## config.mk

```make
export PLATFORM = sky130hd
export DESIGN_NAME = data_mem_bridge_flat
export DESIGN_NICKNAME = d
export VERILOG_FILES = /design/src/rtl/data_mem_bridge_if.sv /design/src/rtl/data_mem_bridge.sv /design/src/flat_wrapper.sv
export SDC_FILE = /design/constraint.sdc
export NUM_CORES = 1
export LEC_CHECK = 0
export CELL_PAD_IN_SITES_DETAIL_PLACEMENT = 1
export CELL_PAD_IN_SITES_GLOBAL_PLACEMENT = 2
export CORE_MARGIN = 2
export CORE_UTILIZATION = 29
export CTS_CLUSTER_SIZE = 28
export DETAILED_ROUTE_END_ITERATION = 10
export GPL_ROUTABILITY_DRIVEN = 0
export PLACE_DENSITY_LB_ADDON = 0.25
export SYNTH_ARGS = -nofsm -noshare
export SYNTH_HDL_FRONTEND = slang
export SYNTH_SLANG_ARGS = --single-unit
```

## constraint.sdc

```tcl
create_clock -name clk -period 5.48 [get_ports clk]
set_input_delay 0.822 -clock clk [delete_from_list [all_inputs] [get_ports clk]]
set_output_delay 0.822 -clock clk [all_outputs]
set_load 0.01 [all_outputs]
```

## src/rtl/data_mem_bridge_if.sv

```systemverilog
// Word-wide memory bus between the data-memory bridge and the memory.
// The bridge drives a request and holds it until the memory returns bus_ack.
interface data_mem_bridge_if;
  logic        bus_req;
  logic        bus_we;
  logic [31:0] bus_addr;
  logic [31:0] bus_wdata;
  logic [3:0]  bus_byte_en;
  logic        bus_ack;
  logic [31:0] bus_rdata;

  modport master (
    output bus_req, bus_we, bus_addr, bus_wdata, bus_byte_en,
    input  bus_ack, bus_rdata
  );

  modport slave (
    input  bus_req, bus_we, bus_addr, bus_wdata, bus_byte_en,
    output bus_ack, bus_rdata
  );
endinterface

```

## src/rtl/data_mem_bridge.sv

```systemverilog
// Bridges single-cycle datapath loads/stores (B/H/W/D) onto a 32-bit
// request/ack memory bus. Stalls the core while the access is in flight.
// A doubleword takes two beats, with the low word first.
module data_mem_bridge (
  input  logic        clk,
  input  logic        rst,
  input  logic        data_mem_read_en,
  input  logic        data_mem_write_en,
  input  logic [31:0] data_mem_addr,
  input  logic [63:0] data_mem_write_data,
  input  logic [2:0]  data_mem_width,
  output logic [63:0] data_mem_data_fetched,
  output logic        stall,
  output logic        misaligned,
  data_mem_bridge_if.master bus
);

  typedef enum logic [1:0] {IDLE, BEAT0, BEAT1, DONE} state_t;

  state_t      r_state;
  state_t      w_next;
  logic [31:0] r_addr;
  logic [2:0]  r_width;
  logic [63:0] r_wdata;
  logic        r_we;
  logic [31:0] r_beat0;
  logic [63:0] r_fetched;

  logic        w_valid;
  logic        w_misal;
  logic        w_accept;
  logic        w_final;
  logic        w_dword;
  logic [31:0] w_beat_addr;
  logic [31:0] w_beat_wdata;
  logic [3:0]  w_beat_en;
  logic [31:0] w_lane;
  logic [63:0] w_load;

  assign w_valid = data_mem_read_en | data_mem_write_en;
  // width 3'b111 has size bits 11 and is handled as a doubleword
  assign w_dword = (r_width[1:0] == 2'b11);
  assign data_mem_data_fetched = r_fetched;

  // Alignment of the incoming request against its access size
  always_comb begin
    case (data_mem_width[1:0])
      2'b00:   w_misal = 1'b0;
      2'b01:   w_misal = data_mem_addr[0];
      2'b10:   w_misal = |data_mem_addr[1:0];
      default: w_misal = |data_mem_addr[2:0];
    endcase
  end

  // Address, byte enables and lane-replicated store data for the current beat
  always_comb begin
    w_beat_addr = {r_addr[31:2], 2'b00} + ((r_state == BEAT1) ? 32'd4 : 32'd0);
    case (r_width[1:0])
      2'b00: begin
        w_beat_en    = 4'b0001 << r_addr[1:0];
        w_beat_wdata = {4{r_wdata[7:0]}};
      end
      2'b01: begin
        w_beat_en    = 4'b0011 << r_addr[1:0];
        w_beat_wdata = {2{r_wdata[15:0]}};
      end
      2'b10: begin
        w_beat_en    = 4'b1111;
        w_beat_wdata = r_wdata[31:0];
      end
      default: begin
        w_beat_en    = 4'b1111;
        w_beat_wdata = (r_state == BEAT1) ? r_wdata[63:32] : r_wdata[31:0];
      end
    endcase
  end

  // Lane selection and sign/zero extension of the returned read data
  always_comb begin
    w_lane = bus.bus_rdata >> {r_addr[1:0], 3'b000};
    case (r_width)
      3'b000:  w_load = {{56{w_lane[7]}},  w_lane[7:0]};
      3'b001:  w_load = {{48{w_lane[15]}}, w_lane[15:0]};
      3'b010:  w_load = {{32{w_lane[31]}}, w_lane[31:0]};
      3'b100:  w_load = {56'd0, w_lane[7:0]};
      3'b101:  w_load = {48'd0, w_lane[15:0]};
      3'b110:  w_load = {32'd0, w_lane[31:0]};
      default: w_load = {bus.bus_rdata, r_beat0};
    endcase
  end

  // Next-state, stall/misaligned and bus request generation
  always_comb begin
    w_next          = r_state;
    stall           = 1'b0;
    misaligned      = 1'b0;
    w_accept        = 1'b0;
    w_final         = 1'b0;
    bus.bus_req     = 1'b0;
    bus.bus_we      = 1'b0;
    bus.bus_addr    = '0;
    bus.bus_wdata   = '0;
    bus.bus_byte_en = '0;
    case (r_state)
      IDLE: begin
        if (w_valid) begin
          misaligned = w_misal;
          if (!w_misal) begin
            stall    = 1'b1;
            w_accept = 1'b1;
            w_next   = BEAT0;
          end
        end
      end
      BEAT0, BEAT1: begin
        stall           = 1'b1;
        bus.bus_req     = 1'b1;
        bus.bus_we      = r_we;
        bus.bus_addr    = w_beat_addr;
        bus.bus_wdata   = w_beat_wdata;
        bus.bus_byte_en = w_beat_en;
        if (bus.bus_ack) begin
          if (r_state == BEAT0 && w_dword) begin
            w_next = BEAT1;
          end else begin
            w_next  = DONE;
            w_final = 1'b1;
          end
        end
      end
      default: w_next = IDLE;
    endcase
  end

  // State register, request latch, first-beat capture and load result
  always_ff @(posedge clk) begin
    if (rst) begin
      r_state   <= IDLE;
      r_addr    <= '0;
      r_width   <= '0;
      r_wdata   <= '0;
      r_we      <= 1'b0;
      r_beat0   <= '0;
      r_fetched <= '0;
    end else begin
      r_state <= w_next;
      if (w_accept) begin
        r_addr  <= data_mem_addr;
        r_width <= data_mem_width;
        r_wdata <= data_mem_write_data;
        r_we    <= data_mem_write_en;
      end
      if (r_state == BEAT0 && bus.bus_ack && w_dword) begin
        r_beat0 <= bus.bus_rdata;
      end
      if (w_final && !r_we) begin
        r_fetched <= w_load;
      end
    end
  end

endmodule

```

## src/flat_wrapper.sv

```systemverilog
// flat-port wrapper written by rule: the top's interface ports become plain ports
module data_mem_bridge_flat 
  (clk, rst, data_mem_read_en, data_mem_write_en, data_mem_addr, data_mem_write_data, data_mem_width, data_mem_data_fetched, stall, misaligned, bus_bus_req, bus_bus_we, bus_bus_addr, bus_bus_wdata, bus_bus_byte_en, bus_bus_ack, bus_bus_rdata);
  data_mem_bridge_if bus_i ();
  input  logic clk;
  input  logic rst;
  input  logic data_mem_read_en;
  input  logic data_mem_write_en;
  input  logic [31:0] data_mem_addr;
  input  logic [63:0] data_mem_write_data;
  input  logic [2:0] data_mem_width;
  output logic [63:0] data_mem_data_fetched;
  output logic stall;
  output logic misaligned;
  output wire logic [$bits(bus_i.bus_req)-1:0] bus_bus_req;
  output wire logic [$bits(bus_i.bus_we)-1:0] bus_bus_we;
  output wire logic [$bits(bus_i.bus_addr)-1:0] bus_bus_addr;
  output wire logic [$bits(bus_i.bus_wdata)-1:0] bus_bus_wdata;
  output wire logic [$bits(bus_i.bus_byte_en)-1:0] bus_bus_byte_en;
  input wire logic [$bits(bus_i.bus_ack)-1:0] bus_bus_ack;
  input wire logic [$bits(bus_i.bus_rdata)-1:0] bus_bus_rdata;
  assign bus_bus_req = bus_i.bus_req;
  assign bus_bus_we = bus_i.bus_we;
  assign bus_bus_addr = bus_i.bus_addr;
  assign bus_bus_wdata = bus_i.bus_wdata;
  assign bus_bus_byte_en = bus_i.bus_byte_en;
  assign bus_i.bus_ack = bus_bus_ack;
  assign bus_i.bus_rdata = bus_bus_rdata;
  data_mem_bridge u_core (.clk(clk), .rst(rst), .data_mem_read_en(data_mem_read_en), .data_mem_write_en(data_mem_write_en), .data_mem_addr(data_mem_addr), .data_mem_write_data(data_mem_write_data), .data_mem_width(data_mem_width), .data_mem_data_fetched(data_mem_data_fetched), .stall(stall), .misaligned(misaligned), .bus(bus_i));
endmodule
```

# Word-level counts from Yosys, hierarchy flattened
# Cells that the tools add are included.
[totals]
word_cells = 65
in_bits = 136
ff_bits = 198
out_inout_bits = 136
[op_classes]
shifts = 3
addsub = 1
mux = 25
n_eq_ne = 15
n_reduce_logical = 13
bitwise_logic = 1
[ops]
columns = ["cell", "count"]
rows = [
  ["$pmux 64 s6", 1],
  ["$mux 32", 3],
  ["$pmux 32 s3", 1],
  ["$add 32x32->32", 1],
  ["$shr 32x5->32", 1],
  ["$mux 1", 11],
  ["$eq 3x3->1 const B", 3],
  ["$eq 2x2->1 const B", 4],
  ["$pmux 4 s2", 1],
  ["$eq 2x1->1 const B", 3],
  ["$logic_not 2->1", 3],
  ["$mux 2", 3],
  ["$logic_and 1x1->1", 4],
  ["$mux 4", 1],
  ["$ne 2x2->1 const B", 2],
  ["$pmux 2 s2", 1],
  ["$reduce_or 2->1", 2],
  ["$shl 1x2->4 const A", 1],
  ["$shl 2x2->4 const A", 1],
  ["$eq 3x1->1 const B", 1],
  ["$eq 3x2->1 const B", 1],
  ["$logic_not 3->1", 1],
  ["$mux 3", 1],
  ["$pmux 1 s3", 1],
  ["6 further kinds", 6],
]

# Depth between registers and ports, before layout
[logic_depth]
depth_word = 6
ltp_mapped = 9
depth_no_buf = 7

# Least setup slack after synthesis
# Ideal clock, no wire load.
[synth_path]
path_type = "register to output"
start = "reg u_core.r_state[0]"
end = "out bus_bus_addr[22]"
path_slack_ns = 2.660
t_arrival_ns = 1.998
t_required_ns = 4.658
stages_incl_launch_ff = 10
path_cell_list = "dfxtp_1 -> inv_1 -> ha_1 -> ha_1 -> and3_1 -> buf_2 -> nand2_1 -> buf_2 -> or4_1 -> a21oi_1"
[synth_via]
elab_chain_cells = 4
elab_cells_between_ends = 6
classes_between = "add/sub (1); eq/ne (2); mux (2); reduce/logical (1)"
[synth_rtl]
columns = ["element", "line", "text"]
rows = [
  ["start, declared", "data_mem_bridge.sv:20", "state_t r_state;"],
  ["start signal, assigned", "data_mem_bridge.sv:146", "r_state <= w_next;"],
  ["$eq 2x2->1", "data_mem_bridge.sv:57, data_mem_bridge.sv:104", ""],
  ["$mux 3", "data_mem_bridge.sv:57", "w_beat_addr = {r_addr[31:2], 2'b00} + ((r_state == BEAT1) ? 32'd4 : 32'd0);"],
  ["$add 32x32->32", "data_mem_bridge.sv:57", ""],
  ["$mux 32 *", "data_mem_bridge.sv:104", "case (r_state)"],
  ["end, declared", "flat_wrapper.sv:17", "output wire logic [$bits(bus_i.bus_addr)-1:0] bus_bus_addr;"],
]
# Mark *: on every way between the ends. The rest lies on a longest branch, timed or not.

# Final worst setup path
[layout_path]
start = "reg u_core.r_state[0]"
end = "out bus_bus_addr[24]"
# The elaborated chain is that of the path after synthesis.

==> summary by stage <==
Outcome
The run finished with clean final reports.

Timing
The final critical-path required period is between 4000 and 5000 ps. The final total negative setup slack is 0 ps. The clock arrives with 12.3 ps of skew.

Setup repair after global routing left no endpoint under its margin. The number of hold-slack violations in the final timing report came to 0. The post-route worst hold slack is roughly 460 ps.

The slew at the pin closest to its max-slew limit is approximately 1200 ps. The worst path uses 85.5% of the clock period. The top achievable clock speed is 214 MHz. The number of pins exceeding their max-slew limit in the final report is 0. The number of setup violations in the final report is 0. In this run the tightest slew margin relative to its limit is between 20% and 30%.

Synth
The share of flip-flops with an asynchronous set or reset is 0%. For this run, the number of Yosys warnings is 0. The area fraction of the dominant cell type after synthesis is about two fifths. The most common flop cell mapped by yosys is sky130_fd_sc_hd__dfxtp_1. The distinct cell type count after synthesis is 55. Yosys attributes the largest share of cell area to sky130_fd_sc_hd__dfxtp_1 38%, sky130_fd_sc_hd__nand2_1 14%, sky130_fd_sc_hd__a21oi_1 9.4%. The number of synthesized flops with an enable pin is 0. The sequential cell area fraction in the yosys report is about two fifths.

The total standard cell area after synthesis is between 0.01 and 0.015 mm². The average footprint of a synthesized cell is 7.51 µm². The synthesized design contains ~200 register bits. Synthesis handed over a netlist of 1372 instances.

sky130_fd_sc_hd__dfxtp_1 takes more of the synthesized area than any other cell.

Clocking
The number of setup buffers added after CTS is 0. The clock net in this run drives a total of about 200 sinks. The number of buffers added by the clock tree synthesis step is 17. The TritonCTS clock tree is built.

The clock-pin slew on the worst setup and hold paths is approximately 70 ps. For the worst-skew pair, the clock arrives at the later sink with an insertion delay of around 460 ps. The count of hold-fix buffers inserted at cts is 0. Gates resized during post-CTS repair numbered 0.

The buffer levels on the longest clock path is 2. CTS placed an instance of sky130_fd_sc_hd__clkbuf_16 at the clock tree root. The H-tree was split into 4 levels.

GRT
The number of global-route vias before repair came to approximately 10k. The largest net degree at the start of global routing is 121. The overall track demand over capacity in global routing is 21.3%. Summed over all layers, the global routing overflow is 0. The number of antenna violations at the first check in global routing came to 5. The wire length of the first global-routing pass is between 60000 and 70000 µm.

Setup path
Data on the critical path arrives at its endpoint at 3860 ps. STA puts the critical path data required time at around 4700 ps. STA classifies the critical path startpoint as a flop.

Along the worst path, the maximum fanout reaches 16. The worst register-to-register path has a setup slack of approximately 1900 ps. The critical path is of the reg2out type. The critical path capture point type is an output port.

Power
The total leakage power is 4.52 nW. The overall power after layout is about 0.0053 W. The worst vdd rail ir drop is between 0.2 and 0.3 mV. The power density over cell area is 382 mW/mm².

Die
The effective utilization at floorplan is 29.2%. The area of the die is approximately 0.037 mm². After floorplanning, the core was divided into slightly below 70 placement rows.

The die is about 190 µm tall. The die is ~190 µm wide. The core area is about 0.035 mm². In this run the count of I/O pins placed on the die edge is ~270.

Route
The detailed router finished its first iteration with approximately 540 violations. The average vias per placed instance is 5.22. The count of nets left with antenna violations once routing finished came out at 0. The final routed DRC violation total is 0. Across all layers, the routed design uses 10.6k vias.

The wire length after detailed routing is about 40000 µm. The number of detailed-route iterations in the first pass is 5. After detailed routing, the average wire length per cell comes to 19.8 µm.

Finish
The post-route netlist has under 10% of its cells at a drive strength greater than 1. The total area of multi-input combinational cells is ~0.0057 mm². The filler cells instantiated in the layout total around 4.3k. The total area of sequential cells is approximately 0.004 mm². After the last flow step, the layout net total stands at 1690. The number of antenna diodes is 0. From synthesis to final layout, the design area changed by 33.9%.

Run
The count of maximum capacitance violations is 0.

Place
The estimated wirelength of the detail-placed design is about 27000 µm. The number of I/O port buffers is 269.

Min path
The type of the tightest min-delay check is reg2reg.
[metrics by stage]
step           worst slack, ps  utilization, %  instance area (µm²)  std cells
2_1_floorplan             2660               -                10300       1373
3_3_place_gp              1400            37.3                13200       1990
3_5_place_dp              1270            37.3                13200       1990
4_1_cts                    739            39.1                13800       2022
5_1_grt                    555            39.1                13800       2022
6_report                   797            39.1                13800       2022
[synthesized netlist by cell type, drive strengths merged, types with 3 or more instances]
library cell	count
mux4	3
a31oi	11
nand2b	4
o21bai	32
a221oi	32
a311oi	35
o31ai	10
ha	6
o2111ai	8
and4	4
a32o	7
o31a	8
and2	11
nand4	8
o21ai	18
nand2	384
clkbuf	91
nor2b	9
inv	17
buf	38
nor3	8
a21oi	193
a22oi	8
and3	7
nand3	22
mux2	16
o211ai	7
xor2	11
nor2	81
a211oi	34
xnor2	3
or4	10
or3	4
dfxtp	198
mux2i	19
[per-layer routing]
layer / vias to the layer above / routed length (µm) / GRT usage, %
met5: - / 38 / 0
met4: 6 / 609 / 5.99
met3: 33 / 2530 / 5.13
met2: 269 / 18600 / 34.9
met1: 5079 / 18300 / 27.9
li1: 5168 / - / -
[critical path: stages, from the launching register on]
cell                              delay (ps)
sky130_fd_sc_hd__dfxtp_1                 340
sky130_fd_sc_hd__inv_1                   110
sky130_fd_sc_hd__ha_1                    420
sky130_fd_sc_hd__ha_1                    300
sky130_fd_sc_hd__and3_1                  440
sky130_fd_sc_hd__nand2_1                 420
sky130_fd_sc_hd__or4b_1                  620
sky130_fd_sc_hd__a21oi_1                 180
sky130_fd_sc_hd__clkdlybuf4s50_1         580
[registers in the layout (all words and copies together) (netlist names)]
| register | count |
|---|---|
| u_core.data_mem_data_fetched | 64 |
| u_core.r_wdata | 64 |
| u_core.r_addr | 32 |
| u_core.r_beat0 | 32 |
| u_core.r_width | 3 |
| u_core.r_state | 2 |
| u_core.r_we | 1 |
[logic make-up after synthesis]
logic type | after synthesis | synth area share (%)
buffers and inverters | 146 | 6.06
multiplexers | 38 | 4.25
other | 1 | 0.0364
flip-flops | 198 | 38.5
AO/OA/AOI/OAI | 411 | 26.7
adder cells (fa/ha/maj) | 6 | 0.729
XOR/XNOR | 14 | 1.19
AND/OR/NAND/NOR | 558 | 22.6
[worst paths after layout]
kind                       from  cells after the start                               end
min reg2reg  u_core.r_wdata[39]                      2                u_core.r_wdata[39]
max reg2reg   u_core.r_width[1]                      5  u_core.data_mem_data_fetched[54]
min          u_core.r_wdata[39]                      2                u_core.r_wdata[39]
max           u_core.r_state[0]                      8                  bus_bus_addr[24]
[where the power goes]
group | internal [W] | total (W) | switching (W)
Sequential | 0.00169 | 0.00189 | 0.000194
Combinational | 0.000869 | 0.00202 | 0.00115
Clock | 0.000735 | 0.00136 | 0.000627
[area by class of cell]
class                      count  area share (%)
clock buffer                  18            3.18
clock inverter                14            1.26
inverter                      17           0.463
multi-input combinational   1029            41.7
sequential                   198            28.8
tap                          461            4.18
timing repair buffer         285            20.5
[layout by cell type, fill, tap and decap left out, types with 15 or more instances in the layout]
| cell type | n |
|---|---|
| sky130_fd_sc_hd__dfxtp_1 | 196 |
| sky130_fd_sc_hd__mux2_2 | 16 |
| sky130_fd_sc_hd__a211oi_1 | 33 |
| sky130_fd_sc_hd__nand3_1 | 21 |
| sky130_fd_sc_hd__mux2i_1 | 19 |
| sky130_fd_sc_hd__o21ai_0 | 18 |
| sky130_fd_sc_hd__clkbuf_16 | 17 |
| sky130_fd_sc_hd__a221oi_1 | 22 |
| sky130_fd_sc_hd__nor2_1 | 81 |
| sky130_fd_sc_hd__a311oi_1 | 35 |
| sky130_fd_sc_hd__clkdlybuf4s50_1 | 268 |
| sky130_fd_sc_hd__a21oi_1 | 192 |
| sky130_fd_sc_hd__o21bai_1 | 32 |
| sky130_fd_sc_hd__nand2_1 | 384 |
| sky130_fd_sc_hd__inv_1 | 16 |
| sky130_fd_sc_hd__buf_4 | 15 |
No activity file was read; power rests on OpenSTA's default activity.
